File: src/rtl/wb_port_arbiter_if.sv
// Write-back port bundle between the pipeline/MDU producers and the register-file write-port arbiter.
// The arbiter attaches to the slave modport; the producers and the register file side use master.
interface wb_port_arbiter_if #(
    parameter int XLEN = 64
);
    logic            pipe_wen_i;
    logic [4:0]      pipe_waddr_i;
    logic [XLEN-1:0] pipe_wdata_i;
    logic            mdu_valid_i;
    logic            mdu_ready_o;
    logic [4:0]      mdu_waddr_i;
    logic [XLEN-1:0] mdu_wdata_i;
    logic            stall_o;
    logic            busy_o;
    logic [4:0]      buf_waddr_o;
    logic            rf_we_o;
    logic [4:0]      rf_waddr_o;
    logic [XLEN-1:0] rf_wdata_o;

    modport slave (
        input  pipe_wen_i, pipe_waddr_i, pipe_wdata_i,
        input  mdu_valid_i, mdu_waddr_i, mdu_wdata_i,
        output mdu_ready_o, stall_o, busy_o, buf_waddr_o,
        output rf_we_o, rf_waddr_o, rf_wdata_o
    );

    modport master (
        output pipe_wen_i, pipe_waddr_i, pipe_wdata_i,
        output mdu_valid_i, mdu_waddr_i, mdu_wdata_i,
        input  mdu_ready_o, stall_o, busy_o, buf_waddr_o,
        input  rf_we_o, rf_waddr_o, rf_wdata_o
    );
endinterface

File: src/rtl/wb_port_arbiter.sv
// Register-file write-port arbiter: pipeline has priority, MDU results are buffered and force-drained on starvation.
// Optional macro WB_ARB_PERF_EN adds perf_conflict_o, a saturating count of HOLD/DRAIN cycles.
//
// state | meaning
// IDLE  | no MDU result pending; MDU accepted, written directly when the pipe is quiet
// HOLD  | one MDU result buffered, waiting for a free write-port cycle
// DRAIN | buffered result starved; pipeline stalled for one cycle to write it
module wb_port_arbiter #(
    parameter int XLEN         = 64,
    parameter int STARVE_LIMIT = 4
) (
    input  logic               clk,
    input  logic               rst_n,
    wb_port_arbiter_if.slave   bus
`ifdef WB_ARB_PERF_EN
    ,
    output logic [31:0]        perf_conflict_o
`endif
);

    typedef enum logic [1:0] {
        IDLE  = 2'd0,
        HOLD  = 2'd1,
        DRAIN = 2'd2
    } state_t;

    localparam logic [3:0] WAIT_LAST = 4'(STARVE_LIMIT - 1);

    state_t          state;
    logic [3:0]      wait_cnt;
    logic [4:0]      buf_waddr;
    logic [XLEN-1:0] buf_wdata;
    logic            rf_we;
    logic [4:0]      rf_waddr;
    logic [XLEN-1:0] rf_wdata;

    logic pipe_req;
    logic mdu_fire;

    assign bus.stall_o     = (state == DRAIN);
    assign bus.busy_o      = (state != IDLE);
    assign bus.mdu_ready_o = (state == IDLE);
    assign bus.buf_waddr_o = (state != IDLE) ? buf_waddr : 5'd0;
    assign bus.rf_we_o     = rf_we;
    assign bus.rf_waddr_o  = rf_waddr;
    assign bus.rf_wdata_o  = rf_wdata;

    assign pipe_req = bus.pipe_wen_i & ~bus.stall_o;
    assign mdu_fire = bus.mdu_valid_i & bus.mdu_ready_o;

    always_ff @(posedge clk or negedge rst_n) begin
        if (!rst_n) begin
            state     <= IDLE;
            wait_cnt  <= 4'd0;
            buf_waddr <= 5'd0;
            buf_wdata <= '0;
            rf_we     <= 1'b0;
            rf_waddr  <= 5'd0;
            rf_wdata  <= '0;
        end else begin
            rf_we <= 1'b0;
            case (state)
                IDLE: begin
                    if (pipe_req) begin
                        rf_we    <= (bus.pipe_waddr_i != 5'd0);
                        rf_waddr <= bus.pipe_waddr_i;
                        rf_wdata <= bus.pipe_wdata_i;
                        // Same-address MDU result is superseded; x0 results are never kept.
                        if (mdu_fire && bus.mdu_waddr_i != 5'd0 &&
                            bus.mdu_waddr_i != bus.pipe_waddr_i) begin
                            buf_waddr <= bus.mdu_waddr_i;
                            buf_wdata <= bus.mdu_wdata_i;
                            wait_cnt  <= 4'd0;
                            state     <= HOLD;
                        end
                    end else if (mdu_fire) begin
                        rf_we    <= (bus.mdu_waddr_i != 5'd0);
                        rf_waddr <= bus.mdu_waddr_i;
                        rf_wdata <= bus.mdu_wdata_i;
                    end
                end
                HOLD: begin
                    if (!pipe_req) begin
                        rf_we    <= 1'b1;
                        rf_waddr <= buf_waddr;
                        rf_wdata <= buf_wdata;
                        wait_cnt <= 4'd0;
                        state    <= IDLE;
                    end else begin
                        rf_we    <= (bus.pipe_waddr_i != 5'd0);
                        rf_waddr <= bus.pipe_waddr_i;
                        rf_wdata <= bus.pipe_wdata_i;
                        if (bus.pipe_waddr_i == buf_waddr) begin
                            wait_cnt <= 4'd0;
                            state    <= IDLE;
                        end else if (wait_cnt == WAIT_LAST) begin
                            state <= DRAIN;
                        end else begin
                            wait_cnt <= wait_cnt + 4'd1;
                        end
                    end
                end
                DRAIN: begin
                    rf_we    <= 1'b1;
                    rf_waddr <= buf_waddr;
                    rf_wdata <= buf_wdata;
                    wait_cnt <= 4'd0;
                    state    <= IDLE;
                end
                default: begin
                    wait_cnt <= 4'd0;
                    state    <= IDLE;
                end
            endcase
        end
    end

`ifdef WB_ARB_PERF_EN
    always_ff @(posedge clk or negedge rst_n) begin
        if (!rst_n) begin
            perf_conflict_o <= 32'd0;
        end else if (state != IDLE && perf_conflict_o != 32'hFFFF_FFFF) begin
            perf_conflict_o <= perf_conflict_o + 32'd1;
        end
    end
`endif

endmodule
File: src/flat_wrapper.sv
// flat-port wrapper written by rule: the top's interface ports become plain ports
module wb_port_arbiter_flat 
#(
    parameter int XLEN         = 64,
    parameter int STARVE_LIMIT = 4
)
  (clk, rst_n, bus_pipe_wen_i, bus_pipe_waddr_i, bus_pipe_wdata_i, bus_mdu_valid_i, bus_mdu_waddr_i, bus_mdu_wdata_i, bus_mdu_ready_o, bus_stall_o, bus_busy_o, bus_buf_waddr_o, bus_rf_we_o, bus_rf_waddr_o, bus_rf_wdata_o);
  wb_port_arbiter_if #(.XLEN(XLEN)) bus_i ();
  input  logic clk;
  input  logic rst_n;
  input wire logic [$bits(bus_i.pipe_wen_i)-1:0] bus_pipe_wen_i;
  input wire logic [$bits(bus_i.pipe_waddr_i)-1:0] bus_pipe_waddr_i;
  input wire logic [$bits(bus_i.pipe_wdata_i)-1:0] bus_pipe_wdata_i;
  input wire logic [$bits(bus_i.mdu_valid_i)-1:0] bus_mdu_valid_i;
  input wire logic [$bits(bus_i.mdu_waddr_i)-1:0] bus_mdu_waddr_i;
  input wire logic [$bits(bus_i.mdu_wdata_i)-1:0] bus_mdu_wdata_i;
  output wire logic [$bits(bus_i.mdu_ready_o)-1:0] bus_mdu_ready_o;
  output wire logic [$bits(bus_i.stall_o)-1:0] bus_stall_o;
  output wire logic [$bits(bus_i.busy_o)-1:0] bus_busy_o;
  output wire logic [$bits(bus_i.buf_waddr_o)-1:0] bus_buf_waddr_o;
  output wire logic [$bits(bus_i.rf_we_o)-1:0] bus_rf_we_o;
  output wire logic [$bits(bus_i.rf_waddr_o)-1:0] bus_rf_waddr_o;
  output wire logic [$bits(bus_i.rf_wdata_o)-1:0] bus_rf_wdata_o;
  assign bus_i.pipe_wen_i = bus_pipe_wen_i;
  assign bus_i.pipe_waddr_i = bus_pipe_waddr_i;
  assign bus_i.pipe_wdata_i = bus_pipe_wdata_i;
  assign bus_i.mdu_valid_i = bus_mdu_valid_i;
  assign bus_i.mdu_waddr_i = bus_mdu_waddr_i;
  assign bus_i.mdu_wdata_i = bus_mdu_wdata_i;
  assign bus_mdu_ready_o = bus_i.mdu_ready_o;
  assign bus_stall_o = bus_i.stall_o;
  assign bus_busy_o = bus_i.busy_o;
  assign bus_buf_waddr_o = bus_i.buf_waddr_o;
  assign bus_rf_we_o = bus_i.rf_we_o;
  assign bus_rf_waddr_o = bus_i.rf_waddr_o;
  assign bus_rf_wdata_o = bus_i.rf_wdata_o;
  wb_port_arbiter #(.XLEN(XLEN), .STARVE_LIMIT(STARVE_LIMIT)) u_core (.clk(clk), .rst_n(rst_n), .bus(bus_i));
endmodule
File: config.mk
export PLATFORM = sky130hd
export DESIGN_NAME = wb_port_arbiter_flat
export DESIGN_NICKNAME = d
export VERILOG_FILES = /design/src/rtl/wb_port_arbiter_if.sv /design/src/rtl/wb_port_arbiter.sv /design/src/flat_wrapper.sv
export SDC_FILE = /design/constraint.sdc
export NUM_CORES = 1
export LEC_CHECK = 0
export ABC_AREA = 1
export CELL_PAD_IN_SITES_DETAIL_PLACEMENT = 2
export CELL_PAD_IN_SITES_GLOBAL_PLACEMENT = 2
export CORE_UTILIZATION = 24
export CTS_CLUSTER_DIAMETER = 200
export DETAILED_ROUTE_END_ITERATION = 12
export PLACE_DENSITY = 0.89
export SLEW_MARGIN = 15
export SYNTH_ARGS = -nofsm -noshare
export SYNTH_HDL_FRONTEND = slang
export SYNTH_SLANG_ARGS = --single-unit
File: constraint.sdc
create_clock -name clk -period 1.95 [get_ports clk]
set_clock_uncertainty 0.15 [all_clocks]
set_input_delay 0.39 -clock clk [delete_from_list [all_inputs] [get_ports clk]]
set_output_delay 0.39 -clock clk [all_outputs]
set_load 0.01 [all_outputs]
Yosys cells after proc, flatten, opt, wreduce, memory -nomap -nowiden
Cells that the tools add are included.
Cells by class
  add/sub/neg operators: 1
  equal/unequal tests: 10
  multiplexer cells: 25
  bitwise logic cells: 3
  reduce and logical (&&, ||, !) cells: 11
Operators with widths (number)
  $mux 64: 3
  $pmux 64 s3: 1
  $mux 4: 5
  $mux 5: 4
  $pmux 5 s3: 1
  $mux 2: 5
  $reduce_bool 5->1: 2
  $reduce_and 3->1: 3
  $ne 4x4->1 const B: 2
  $pmux 4 s2: 1
  $eq 5x5->1: 1
  $ne 5x5->1: 1
  $add 4x1->4 const B: 1
  $eq 4x2->1 const B: 1
  $ne 2x2->1 const B: 2
  $pmux 2 s2: 1
  $mux 1: 3
  $ne 3x3->1 const B: 1
  $pmux 1 s3: 1
  $reduce_bool 3->1: 1
  $and 1x1->1: 2
  $eq 2x1->1 const B: 1
  $eq 2x2->1 const B: 1
  $logic_and 1x1->1: 2
  other kinds (4): 4
Word-level totals
  bits in registers: 145
  word-level logic and storage cells: 57

Longest topological paths before layout
  depth in word-level cells: 7
  depth in mapped cells: 13
  mapped depth without buffers: 11

Worst setup path before layout
Ideal clock, no wire load.
  path kind: register to register
  start point: reg u_core.state[0]
  end point: reg u_core.buf_waddr[1]
  library setup time: 0.130 ns
  arrival time: 1.674 ns
  data required time: 1.670 ns
  slack: -0.004 ns
  stages on the path, launching flop included: 12
  buffers on the path: 3
  path through: dfrtp_1 > inv_1 > ha_1 > buf_4 > nor2_8 > inv_2 > nor2_1 > nand2_2 > buf_4 > buf_2 > nand2_1 > o21ai_1
Between the ends
  elaborated cells on any way between the ends: 8
  classes of those cells: eq/ne (1); bitwise (3); reduce/logical (4)
RTL lines
  from (decl): RTL line wb_port_arbiter.sv:29  | state_t state;
  from (signal assigned): RTL line wb_port_arbiter.sv:53  | state <= IDLE;
  from (signal assigned): RTL line wb_port_arbiter.sv:74  | state <= HOLD;
  from (signal assigned): RTL line wb_port_arbiter.sv:88  | state <= IDLE;
  $eq 2x2->1: RTL line wb_port_arbiter.sv:40  | assign bus.stall_o = (state == DRAIN);
  named net bus_stall_o: RTL line flat_wrapper.sv:18  | output wire logic [$bits(bus_i.stall_o)-1:0] bus_stall_o;
  $not 1->1: RTL line wb_port_arbiter.sv:48  | assign pipe_req = bus.pipe_wen_i & ~bus.stall_o;
  $and 1x1->1: RTL line wb_port_arbiter.sv:48
  $reduce_and 3->1 (no line)
  to (signal assigned): RTL line wb_port_arbiter.sv:71  | buf_waddr <= bus.mdu_waddr_i;
  to (decl): RTL line wb_port_arbiter.sv:31  | logic [4:0] buf_waddr;
The timed path passes the listed nets, and every way through them passes these cells.
A chain may end at the register's enable or synchronous reset.

Worst setup path after layout
  start point: reg u_core.state[0]
  end point: reg u_core.rf_wdata[31], in the netlist u_core.bus.rf_wdata_o[31]
Between the ends
  longest elaborated chain between the ends: 5
  elaborated cells on any way between the ends: 12
  classes of those cells: eq/ne (3); mux (3); bitwise (3); reduce/logical (3)
RTL lines
  $eq 2x2->1: RTL line wb_port_arbiter.sv:40, wb_port_arbiter.sv:62
  $not 1->1: RTL line wb_port_arbiter.sv:48
  $and 1x1->1: RTL line wb_port_arbiter.sv:48
  $mux 64 (tied with other cells): RTL line wb_port_arbiter.sv:83  | if (!pipe_req) begin
  $pmux 64 s3 / $reduce_and 2->1 (equally long branches)
  to (signal assigned): RTL line wb_port_arbiter.sv:67  | rf_wdata <= bus.pipe_wdata_i;
  to (signal assigned): RTL line wb_port_arbiter.sv:86  | rf_wdata <= buf_wdata;
  to (signal assigned): RTL line wb_port_arbiter.sv:92  | rf_wdata <= bus.pipe_wdata_i;
  to (decl): RTL line wb_port_arbiter.sv:35  | logic [XLEN-1:0] rf_wdata;
Several ways; a longest one is shown, not always the timed one.

==> impl_metrics.env <==
export IMPL_status="complete, but fails checks"
export IMPL_failed_checks="negative setup slack"
export IMPL_seq_area_frac_synth_pct=42.53
export IMPL_cts_tree="done"
export IMPL_slowest_delay_ns=0.40
export IMPL_drive_above_1_share_pct=23.61
export IMPL_pre_cts_slack_ns=-0.3754
export IMPL_die_h_um=190.5
export IMPL_relSlewSlack_pct=53.32
export IMPL_synth_fa_ha_area_share_pct=0.8800
export IMPL_numCtsBuffers=17
export IMPL_worst_slack_ns=-0.2457
export IMPL_syn_avg_cell_area_um2=6.924
export IMPL_rsz0062_at_grt="true"
export IMPL_wl_per_cell_um=22.98
export IMPL_cts_sinks=145
export IMPL_core_um2=34800
export IMPL_cts_max_level=4
export IMPL_synth_cells=1232
export IMPL_yosys_area_top_type="dfrtp_1"
export IMPL_min_period_over_period_pct=112.6
export IMPL_critPathMaxFanout=8
export IMPL_crit_type="reg -> reg"
export IMPL_synth_compound_area_share_pct=18.77
export IMPL_synth_fp_nets=1380
export IMPL_synth_ff_type="dfrtp_1"
export IMPL_synth_common_cells="nand2_1 (441), inv_1 (160), dfrtp_1 (145)"
export IMPL_num_io_pins=220
export IMPL_dr_pass1_iters=4
export IMPL_yosysMostFrequentCell="nand2_1"
export IMPL_setup_tns_ns=-14.97
export IMPL_clk_latency_ns=0.45
export IMPL_fp_dieW_um=190.5
export IMPL_synth_top_family_by_area="simple AND/OR/NAND/NOR gates"
export IMPL_p_leak_uw=0.007092
export IMPL_fin_cells=1984
export IMPL_cp_slowest_cell="dfrtp_1"
export IMPL_ys_seq_elements=145
export IMPL_hold_ws_ns=0.2809
export IMPL_yosysWarnings=0
export IMPL_grt_ovfl_total=0
export IMPL_dp_cells=1903
export IMPL_setup_violations=147
export IMPL_grt_max_degree=71
export IMPL_place_port_buffers=219
export IMPL_max_cap_violations=0
export IMPL_initial_core_util_pct=24.51
export IMPL_vias_per_cell=5.010
export IMPL_path_cells="inv_2, buf_6, ha_4, nor2_8, buf_12, buf_12, buf_16, buf_8, o211ai_1, nand3_1, o21ai_1"
export IMPL_cp_common_cell="buf_12"
export IMPL_final_nets=1665
export IMPL_area_growth_syn_to_layout_pct=69.62
export IMPL_synthTopCellsByArea="dfrtp_1 (43%), nand2_1 (19%), inv_1 (7.0%), o21ai_1 (7.0%), o211ai_1 (6.1%)"
export IMPL_async_reset_ff_share_pct=100.0
export IMPL_grt_first_pass_wirelength_um=63540
export IMPL_root_buffer="clkbuf_16"
export IMPL_hold_class="in -> async"
export IMPL_clk_pin_slew_ns=0.07
export IMPL_max_freq_ghz=0.4554
export IMPL_cp_required_ns=2.16
export IMPL_arrival_ns=2.40
export IMPL_drc_errors=0
export IMPL_slew_violations=0
export IMPL_vdd_drop_max_v=0.0006531
export IMPL_drt_initial_drc_count=431
export IMPL_pwr_density_cell_nw_per_um2=1484
export IMPL_gp_congestion=0.7607
export IMPL_final_hold_violation_count=0
export IMPL_start_kind="register"
export IMPL_synth_edf_count=0
export IMPL_via_count=9939
export IMPL_worst_pin_slew_ns=0.6949
export IMPL_synth_xor_area_share_pct=0.4107
export IMPL_cp_end_kind="register"
export IMPL_critPathLaunch="u_core.state[0]"
export IMPL_postRouteAntennaNets=0
export IMPL_synth_top_area_share_pct=42.53
export IMPL_dp_hpwl_um=24510
export IMPL_ctsLongestPathBuffers=2
export IMPL_reg2reg_from="u_core.state[0]"
export IMPL_antenna_found_initial=0
export IMPL_r2r_slack_ns=-0.25
export IMPL_grt_pass1_vias=11175
export IMPL_placementRows=68
export IMPL_ys_types=23
export IMPL_diodes=0
export IMPL_grt_use_total_pct=22.95
export IMPL_drt_total_wl_um=45590
export IMPL_min_period_ns=2.196
export IMPL_die_area_um2=36300
export IMPL_synth_simple_gate_area_share_pct=25.70
export IMPL_synth_area_mux_share_pct=0
export IMPL_netlist_area_um2=8531
export IMPL_final_util_pct=41.58
==> cells by family (layout without fill, tap and decap cells) <==
kind of cell,Yosys count,in the layout
buffers and inverters,245,542
flip-flops,145,145
adder cells (fa/ha/maj),6,6
AO/OA/AOI/OAI,284,284
AND/OR/NAND/NOR,548,548
XOR/XNOR,4,4
==> layer usage <==
layer / GRT usage, % / routed length, um
met5: 0 / 0
met4: 8.585 / 1408
met3: 3.331 / 1484
met2: 40.34 / 23410
met1: 28.20 / 19290
==> layout by cell type (no fill, tap or decap), types with 2 or more instances in the layout <==
cell	Yosys	layout
a21oi_1	70	70
buf_12	0	35
buf_16	0	12
buf_2	36	6
buf_4	9	46
buf_6	0	16
buf_8	0	8
bufinv_16	0	3
clkbuf_16	0	33
clkbuf_8	0	4
clkdlybuf4s50_1	0	186
clkinv_2	0	2
clkinvlp_4	0	4
dfrtp_1	145	145
dlygate4sd2_1	0	7
dlymetal6s2s_1	0	17
ha_1	6	3
ha_4	0	3
inv_1	160	157
inv_2	1	2
nand2_1	441	327
nand2_2	1	65
nand2_4	0	49
nand3_1	84	63
nand3_2	0	21
nor2_1	16	14
nor2_4	0	4
nor3_1	2	2
o211ai_1	69	69
o21ai_0	25	7
o21ai_1	119	94
o21ai_2	0	43
xnor2_1	2	2
xor2_1	2	2
==> where the power goes <==
part	total [uW]	internal, uW	switching (uW)
clock network	3580	2140	1450
logic	12100	5570	6520
registers	5790	4470	1320
==> cell type report <==
type | instances | area (um^2)
clock buffer | 22 | 484.2
clock inverter | 9 | 130.1
fill | 3766 | 20330
inverter | 161 | 619.3
multi-input combinational | 842 | 4786
sequential | 145 | 3628
tap | 455 | 569.3
timing repair buffer | 350 | 4253
==> worst max-delay path: cells and delay by family (launching register included) <==
family / cells / cell delay [ns]
AND/OR/NAND/NOR: 2 / 0.21
buffers and inverters: 6 / 0.81
flip-flops: 1 / 0.40
AO/OA/AOI/OAI: 2 / 0.33
adder cells (fa/ha/maj): 1 / 0.18
==> flip-flops by register name, indices dropped and copies added (netlist names) <==
signal	cells
u_core.buf_waddr	5
u_core.buf_wdata	64
u_core.bus.rf_waddr_o	5
u_core.bus.rf_wdata_o	64
u_core.bus.rf_we_o	1
u_core.state	2
u_core.wait_cnt	4
==> per-stage QoR <==
step,area (um^2),power (uW)
2_1_floorplan,8533,10170
3_3_place_gp,11850,14160
3_5_place_dp,11850,14830
4_1_cts,13250,19640
5_1_grt,14470,22690
6_report,14470,21480
==> path summary, 6_finish.rpt <==
| kind | cells past startpoint | to |
|---|---|---|
| worst min register to register | 2 | u_core.bus.rf_wdata_o[49] |
| worst max-delay path | 11 | u_core.bus.rf_wdata_o[31] |
| worst min-delay path | 2 | u_core.bus.rf_wdata_o[44] |
| max in group asynchronous | 3 | u_core.bus.rf_wdata_o[15] |
| worst max register to register | 11 | u_core.bus.rf_wdata_o[31] |
| min in group clk | 3 | u_core.buf_wdata[14] |
==> timing repair <==
| action | in CTS | in global routing |
|---|---|---|
| hold endpoints to repair | 27 | 0 |
| setup buffers | 22 | 4 |
| cloned | 11 | 17 |
| gates resized for setup | 113 | 257 |
| pin swaps | 12 | 36 |
| hold buffers | 1 | 0 |
| setup endpoints to repair | 153 | 168 |
No activity file was read; power rests on OpenSTA's default activity.
